**src/rtl/nes_poll_ctrl.sv**
```systemverilog
// NES gamepad poll sequencer: drives latch and shift clock, samples the active-low serial
// line and publishes an active-high button word after every complete 8-bit read.
module nes_poll_ctrl #(
    parameter int LATCH_CYCLES  = 768,
    parameter int HALF_PERIOD   = 384,
    parameter int POLL_INTERVAL = 16384
) (
    input  logic       clk,
    input  logic       rst,
    input  logic       start_i,
    input  logic       auto_en_i,
    input  logic       nes_data_i,
    output logic       nes_latch_o,
    output logic       nes_clk_o,
    output logic [7:0] buttons_o,
    output logic       valid_o,
    output logic       busy_o
);

    localparam int PHASE_MAX = (LATCH_CYCLES > HALF_PERIOD) ? LATCH_CYCLES : HALF_PERIOD;
    localparam int PHASE_W   = $clog2(PHASE_MAX) + 1;
    localparam int IDLE_W    = $clog2(POLL_INTERVAL) + 1;

    localparam logic [PHASE_W-1:0] LATCH_LAST = PHASE_W'(LATCH_CYCLES - 1);
    localparam logic [PHASE_W-1:0] HALF_LAST  = PHASE_W'(HALF_PERIOD - 1);
    localparam logic [IDLE_W-1:0]  IDLE_LAST  = IDLE_W'(POLL_INTERVAL - 1);

    typedef enum logic [2:0] {
        IDLE  = 3'd0,
        LATCH = 3'd1,
        LOW   = 3'd2,
        HIGH  = 3'd3,
        DONE  = 3'd4
    } state_t;

    state_t              state_reg, state_next;
    logic [PHASE_W-1:0]  phase_reg, phase_next;
    logic [IDLE_W-1:0]   idle_cnt_reg, idle_cnt_next;
    logic [2:0]          bit_idx_reg, bit_idx_next;
    logic [7:0]          shift_reg;
    logic [7:0]          sampled;
    logic                sample_en;
    logic                auto_fire;

    logic                latch_reg;
    logic                sclk_reg;
    logic [7:0]          buttons_reg;
    logic                valid_reg;
    logic                busy_reg;

    assign auto_fire = auto_en_i && (idle_cnt_reg == IDLE_LAST);

    // The word as it will look after this cycle's sample, so the final bit can be
    // published in the same cycle DONE is entered.
    genvar gi;
    generate
        for (gi = 0; gi < 8; gi++) begin : g_sample
            assign sampled[gi] = (sample_en && (bit_idx_reg == 3'(gi))) ? ~nes_data_i
                                                                         : shift_reg[gi];
        end
    endgenerate

    always_ff @(posedge clk) begin
        if (rst) begin
            state_reg    <= IDLE;
            phase_reg    <= '0;
            idle_cnt_reg <= '0;
            bit_idx_reg  <= '0;
            shift_reg    <= '0;
        end else begin
            state_reg    <= state_next;
            phase_reg    <= phase_next;
            idle_cnt_reg <= idle_cnt_next;
            bit_idx_reg  <= bit_idx_next;
            shift_reg    <= sampled;
        end
    end

    always_comb begin
        state_next    = state_reg;
        phase_next    = phase_reg;
        idle_cnt_next = idle_cnt_reg;
        bit_idx_next  = bit_idx_reg;
        sample_en     = 1'b0;
        case (state_reg)
            IDLE: begin
                phase_next    = '0;
                bit_idx_next  = '0;
                idle_cnt_next = auto_en_i ? (idle_cnt_reg + IDLE_W'(1)) : '0;
                if (start_i || auto_fire) begin
                    state_next    = LATCH;
                    idle_cnt_next = '0;
                end
            end
            LATCH: begin
                if (phase_reg == LATCH_LAST) begin
                    state_next   = LOW;
                    phase_next   = '0;
                    bit_idx_next = '0;
                end else begin
                    phase_next = phase_reg + PHASE_W'(1);
                end
            end
            LOW: begin
                if (phase_reg == HALF_LAST) begin
                    sample_en  = 1'b1;
                    phase_next = '0;
                    if (bit_idx_reg == 3'd7) begin
                        state_next = DONE;
                    end else begin
                        state_next   = HIGH;
                        bit_idx_next = bit_idx_reg + 3'd1;
                    end
                end else begin
                    phase_next = phase_reg + PHASE_W'(1);
                end
            end
            HIGH: begin
                if (phase_reg == HALF_LAST) begin
                    state_next = LOW;
                    phase_next = '0;
                end else begin
                    phase_next = phase_reg + PHASE_W'(1);
                end
            end
            DONE: begin
                state_next    = IDLE;
                phase_next    = '0;
                idle_cnt_next = '0;
            end
            default: begin
                state_next    = IDLE;
                phase_next    = '0;
                idle_cnt_next = '0;
                bit_idx_next  = '0;
            end
        endcase
    end

    // Outputs are registered from the next state so they line up with the state they describe.
    always_ff @(posedge clk) begin
        if (rst) begin
            latch_reg   <= 1'b0;
            sclk_reg    <= 1'b0;
            buttons_reg <= 8'h00;
            valid_reg   <= 1'b0;
            busy_reg    <= 1'b0;
        end else begin
            latch_reg   <= (state_next == LATCH);
            sclk_reg    <= (state_next == HIGH);
            valid_reg   <= (state_next == DONE);
            busy_reg    <= (state_next != IDLE);
            buttons_reg <= (state_next == DONE) ? sampled : buttons_reg;
        end
    end

    assign nes_latch_o = latch_reg;
    assign nes_clk_o   = sclk_reg;
    assign buttons_o   = buttons_reg;
    assign valid_o     = valid_reg;
    assign busy_o      = busy_reg;

endmodule

```
**config.mk**
```make
export PLATFORM = sky130hd
export DESIGN_NAME = nes_poll_ctrl
export DESIGN_NICKNAME = d
export VERILOG_FILES = /design/src/rtl/nes_poll_ctrl.sv
export SDC_FILE = /design/constraint.sdc
export NUM_CORES = 1
export LEC_CHECK = 0
export CAP_MARGIN = 20
export CORE_MARGIN = 4
export CORE_UTILIZATION = 40
export CTS_CLUSTER_SIZE = 12
export DETAILED_ROUTE_END_ITERATION = 16
export PLACE_DENSITY = 0.66
export SKIP_LAST_GASP = 1
export SYNTH_ARGS = -nofsm -noshare
export SYNTH_HDL_FRONTEND = slang
export SYNTH_SLANG_ARGS = --single-unit
```
**constraint.sdc**
```tcl
create_clock -name clk -period 5.1 [get_ports clk]
set_clock_uncertainty 0.05 [all_clocks]
set_input_delay 1.02 -clock clk [delete_from_list [all_inputs] [get_ports clk]]
set_output_delay 1.02 -clock clk [all_outputs]
set_load 0.1 [all_outputs]
```
==> results of run 1 <==
==> power groups by stage <==
| stage | Sequential (W) | Combinational (W) | Clock, W |
|---|---|---|---|
| 2_1_floorplan | 0.000425 | 0.0000286 | 0 |
| 3_3_place_gp | 0.000415 | 0.0000505 | 0 |
| 3_5_place_dp | 0.000415 | 0.0000508 | 0 |
| 4_1_cts | 0.000406 | 0.0000509 | 0.000266 |
| 5_1_grt | 0.000407 | 0.0000554 | 0.000278 |
| 6_report | 0.000406 | 0.0000508 | 0.000254 |
==> routing by layer <==
metal	up-vias	global-route usage (%)	wire length (um)
met5	-	0	0
met4	0	5.18	44
met3	5	2.31	152
met2	24	19.0	1860
met1	909	18.5	2340
li1	1032	-	-
==> how the worst max path moves through the flow <==
stage | end | from | slack, ps | cells past startpoint
after global placement | idle_cnt_reg[11]$_SDFFE_PP0N_ | rst | 2030 | 7
after floorplan | idle_cnt_reg[6]$_SDFFE_PP0N_ | auto_en_i | 3030 | 6
final | buttons_o[2] | buttons_o[2]$_SDFFE_PP0N_ | 2260 | 1
after detailed placement | idle_cnt_reg[5]$_SDFFE_PP0N_ | rst | 2000 | 7
after CTS | buttons_o[6] | buttons_o[6]$_SDFFE_PP0N_ | 2230 | 1
after global routing | idle_cnt_reg[11]$_SDFFE_PP0N_ | rst | 2060 | 7
==> layout make-up <==
cell class                      count  area share [%]
Clock inverter                      1           0.274
Sequential cell                    51            37.2
Multi-Input combinational cell    213            47.5
Tap cell                           75            3.42
Clock buffer                        7            3.51
Inverter                           14            1.92
Timing Repair Buffer               17            6.11
==> cell usage after synthesis (all sizes together) <==
| library cell | number | area share, % |
|---|---|---|
| dfxtp | 51 | 42 |
| nor2 | 39 | 6.1 |
| nand2 | 29 | 4.6 |
| nand3 | 18 | 3.7 |
| a21oi | 16 | 3.3 |
| inv | 14 | 2.2 |
| o21ai | 13 | 2.7 |
| mux2i | 11 | 4.5 |
| xnor2 | 9 | 3.2 |
| ha | 8 | 4.1 |
| nand2b | 8 | 2.1 |
| a31oi | 6 | 1.5 |
| buf | 6 | 1.5 |
| clkbuf | 6 | 0.92 |
| nor3 | 6 | 1.2 |
| and3 | 5 | 1.3 |
| a211oi | 4 | 1.2 |
| a22o | 4 | 1.4 |
| nand4 | 4 | 1.0 |
| or2 | 4 | 1.0 |
| xor2 | 4 | 1.4 |
| a311oi | 3 | 1.1 |
| a41oi | 2 | 0.72 |
| nand3b | 2 | 0.62 |
| nor4 | 2 | 1.4 |
| o31a | 2 | 0.72 |
| or3 | 2 | 0.51 |
| or4 | 2 | 0.62 |
| a211o | 1 | 0.36 |
| a21boi | 1 | 0.31 |
| a32oi | 1 | 0.36 |
| and2 | 1 | 0.26 |
| and4 | 1 | 0.36 |
| and4b | 1 | 0.41 |
| nand4b | 1 | 0.36 |
| nor3b | 1 | 0.31 |
| o311ai | 1 | 0.36 |
| o31ai | 1 | 0.31 |
==> worst register-to-register path: stages (launching register included) <==
cell and delay [ps]:
dfxtp_1 390, ha_1 200, and3_1 320, nand3_1 330
nor2_2 530, nor2_1 80, a311oi_1 240
==> stage by stage <==
stage	util (%)	area [sq um]	instances	total power (W)	hold slack [ps]
2_1_floorplan	-	2440	290	0.000453	380
3_3_place_gp	44.6	2640	370	0.000466	395
3_5_place_dp	44.6	2640	370	0.000466	405
4_1_cts	46.3	2740	378	0.000723	426
5_1_grt	46.3	2740	378	0.000741	433
6_report	46.3	2740	378	0.000711	421
==> cells by family after synthesis <==
kind of cell,count (synthesis)
simple gates,126
compound gates,55
flops,51
buf+inv,26
xor+xnor,13
mux,11
fa+ha+maj,8
==> out/metrics.cfg, run 1 <==
[synthesis]
yosysWarnings=0
synth-compound-area-share_pct=14.4
muxShareOfSynthArea_pct=4.52
syn_nets=303
ys_types=45
synth-seq-cells=51
netlist_area_sq_um=2440
yosys.area_share.adder_pct=4.11
synthXorXnorAreaFrac_pct=4.67
synth-seq-area-share_pct=41.9
yosys.area_share.simple_pct=25.8
synthCells=290
syn_avg_cell_area_sq_um=8.40
synth_top_family_by_area=simple AND/OR/NAND/NOR gates

[min_path]
min_path_type=register to register
hold_path.startpoint=phase_reg[0]$_SDFF_PP0_
hold_depth=1
min_to=phase_reg[0]$_SDFF_PP0_

[cells_and_area]
syn_to_final_growth_pct=12.6
largest_register_ffs=15
seq_area_sq_um=1020
diodes=0
fill_cells=595
final_common_cell=dfxtp_1
final_nets=315
multi_input_area_sq_um=1300
final_cell_mix=51 x dfxtp_1, 38 x nor2_1, 28 x nand2_1
drive_gt1_share_pct=5.28

[power_and_ir_drop]
p_sw_share_pct=24.0
ir_worst_vdd_mv=0.126
leakage_nw=0.932
power.share.sequential_pct=57.1
power_frac_clock_pct=35.7
power.switching_w=0.000171
combPwrFrac_pct=7.1
powerDensity_nw_per_um2=259
p_int_w=0.000541

[sta]
setup_ws_ps=2260
finalMaxSlewViolations=0
setup_viol=0
tightest_slew_ps=979
period_needed_ps=2840
maxSlewHeadroom_pct=34.6
fin_crit_sh_pct=55.8
setup_tns_ps=0
rsz0062_at_grt=false
hold_viol=0
max_freq_mhz=352

[detailed_routing]
viasPerCell=5.21
drcViolationCount=0
drt-total-wl_um=4400
drt_iter0_markers=69
drtAntennaViolNets=0
drtPass1Iterations=4
wire_per_inst_um=11.6
vias=1970

[critical_path]
reg2reg_setup_slack_ps=2900
critPathLaunchType=register
required_ps=4030
slowest_stage=clkdlybuf4s50_1
path_class=register to output port
cpPeakStageDelay_ps=1130
path_cells=clkdlybuf4s50_1
cp_top_family=buffers and inverters
crit_buf_inv=1
crit_arrival_ps=1770
end_kind=output port
worstReg2RegEnd=buttons_o[0]$_SDFFE_PP0N_
reg2reg_depth=6
regToRegStartpoint=phase_reg[0]$_SDFF_PP0_
critPathMaxFanout=2

[cts]
ctsLongestPathBuffers=2
holdBufCountCts=0
clk_pin_slew_worst_paths_ps=90
postCtsSetupBuffers=0
cts.repair.resized=0
cts_tree=done
htreeDepth=2
clock_latency_ps=300
cts_buffers=5
clockRootBuffer=clkbuf_8
clock_sinks=51

[die]
io-pin-count=17
core_sq_um=5920
die_w_um=86.0
die_h_um=86.0
rows=28
start_util_pct=41.1
die_area_sq_um=7400

[run]
maxCapViolCount=0

[global_route]
grt_remaining_overflow=0
grtUsageTotal_pct=12.9
grt_pass1_wl_um=7850
antenna_found_initial=0
first_global_vias=1746
grt_start_max_net_pins=25

[placed_design]
hpwl_um=3180
pre_cts_slack_ps=2000
gp_congestion=0.769
numPortBuffers=16

[status]
status=finished clean

No activity file was read; power rests on OpenSTA's default activity.
==> run 2: changes to the inputs <==
- PLACE_DENSITY: 0.66 -> 0.68
- clock period: 5.1 -> 2.28 ns (I/O delays scaled with it)
==> out/metrics.cfg, run 2 (same netlist as run 1, synthesis figures left out) <==
[run]
maxCapViolCount=0

[cells_and_area]
seq_area_sq_um=1020
utilization_pct=46.6
instances_no_fill=385
multi_input_area_sq_um=1300
fill_cells=598
syn_to_final_growth_pct=13.1
final_cell_mix=51 x dfxtp_1, 38 x nor2_1, 28 x nand2_1
drive_gt1_share_pct=11.0
final_nets=322
largest_register_ffs=15
final_common_cell=dfxtp_1
diodes=0

[die]
die_h_um=86.0
core_sq_um=5920
io-pin-count=17
rows=28
start_util_pct=41.1
die_area_sq_um=7400
die_w_um=86.0

[global_route]
grt_pass1_wl_um=7910
grt_remaining_overflow=0
grtUsageTotal_pct=13.1
antenna_found_initial=0
grt_start_max_net_pins=23
first_global_vias=1746

[cts]
postCtsSetupBuffers=0
cts.repair.resized=0
cts_buffers=5
cts_tree=done
htreeDepth=2
ctsLongestPathBuffers=2
clock_sinks=51
holdBufCountCts=0
clock_latency_ps=300
clk_pin_slew_worst_paths_ps=100
clockRootBuffer=clkbuf_8

[critical_path]
path_class=register to register
regToRegStartpoint=idle_cnt_reg[1]$_SDFFE_PP0N_
reg2reg_depth=7
critPathMaxFanout=19
worstReg2RegEnd=idle_cnt_reg[6]$_SDFFE_PP0N_
crit_start=idle_cnt_reg[1]$_SDFFE_PP0N_
critPathLaunchType=register
crit_arrival_ps=2150
reg2reg_setup_slack_ps=270
required_ps=2420
end_kind=register

[power_and_ir_drop]
p_sw_share_pct=24.4
ir_worst_vdd_mv=0.255
leakage_nw=0.990
power_frac_clock_pct=34.5
power.switching_w=0.000382
p_int_w=0.00119
powerDensity_nw_per_um2=570
power.share.sequential_pct=57.9
combPwrFrac_pct=7.7

[sta]
rsz0062_at_grt=false
fin_crit_sh_pct=88.3
period_needed_ps=2010
setup_viol=0
setup_tns_ps=0
setup_ws_ps=267
finalMaxSlewViolations=0
maxSlewHeadroom_pct=59.8
hold_viol=0
tightest_slew_ps=599
max_freq_mhz=497

[detailed_routing]
wire_per_inst_um=11.8
drt_iter0_markers=134
viasPerCell=5.11
vias=1967
drcViolationCount=0
drtAntennaViolNets=0
drt-total-wl_um=4560
drtPass1Iterations=4

[min_path]
hold_path.startpoint=phase_reg[0]$_SDFF_PP0_
hold_depth=1
min_to=phase_reg[0]$_SDFF_PP0_
min_path_type=register to register

[placed_design]
pre_cts_slack_ps=114
numPortBuffers=16
dp_cells=377
gp_congestion=0.809
hpwl_um=3350

[status]
status=finished clean

==> run 2: cell types whose count changed in the layout (fill, tap and decap cells not counted), sizes merged <==
cell,before,now
clkdlybuf4s50,16,4
clkinv,0,1
buf,1,20
clkinvlp,1,0
==> run 2: power groups by stage <==
stage                logic, W  registers [W]  clock network, W
floorplan           0.0000640       0.000950                 0
global placement     0.000120       0.000929                 0
detailed placement   0.000122       0.000929                 0
CTS                  0.000122       0.000908          0.000563
global route         0.000132       0.000911          0.000594
finish               0.000121       0.000908          0.000541
==> run 2: area by class of cell <==
cell class / count / area share (%)
Clock buffer: 7 / 3.13
Multi-Input combinational cell: 213 / 47.3
Sequential cell: 51 / 37.0
Inverter: 14 / 1.91
Timing Repair Buffer: 24 / 6.90
Clock inverter: 1 / 0.318
Tap cell: 75 / 3.40
==> run 2: worst max path at each step <==
stage / end / slack [ps] / depth (start not counted)
after floorplan: bit_idx_reg[2]$_SDFFE_PP0P_ / 410 / 7
final: idle_cnt_reg[6]$_SDFFE_PP0N_ / 270 / 7
after global placement: idle_cnt_reg[6]$_SDFFE_PP0N_ / 190 / 7
after CTS: idle_cnt_reg[6]$_SDFFE_PP0N_ / 280 / 7
after global routing: idle_cnt_reg[11]$_SDFFE_PP0N_ / 40 / 7
after detailed placement: idle_cnt_reg[6]$_SDFFE_PP0N_ / 110 / 7
==> run 2: stage by stage <==
stage	total power, W	cell area, sq um	hold WS [ps]
floorplan	0.00101	2440	380
global placement	0.00105	2660	395
detailed placement	0.00105	2660	409
CTS	0.00159	2760	429
global route	0.00164	2760	447
finish	0.00157	2760	419
==> run 2: routing by layer <==
layer	part of all wire (%)	wire length (um)	track usage (%)
met1	51	2340	17.9
met2	42	1940	20.3
met3	4.7	214	3.27
met4	1.4	63	3.88
met5	0	0	0
==> run 2: critical path, stage by stage (launching register included) <==
cell	delay [ps]
dfxtp_1	410
ha_1	220
nand3_1	170
nor4_2	500
nor4_4	70
buf_4	210
a41oi_1	210
a31oi_1	60
==> run 3: changes to the inputs <==
- CTS_CLUSTER_DIAMETER: default -> 80
==> results of run 3 <==
Same layout as run 2: the final DEF is identical, and so are final timing and power.
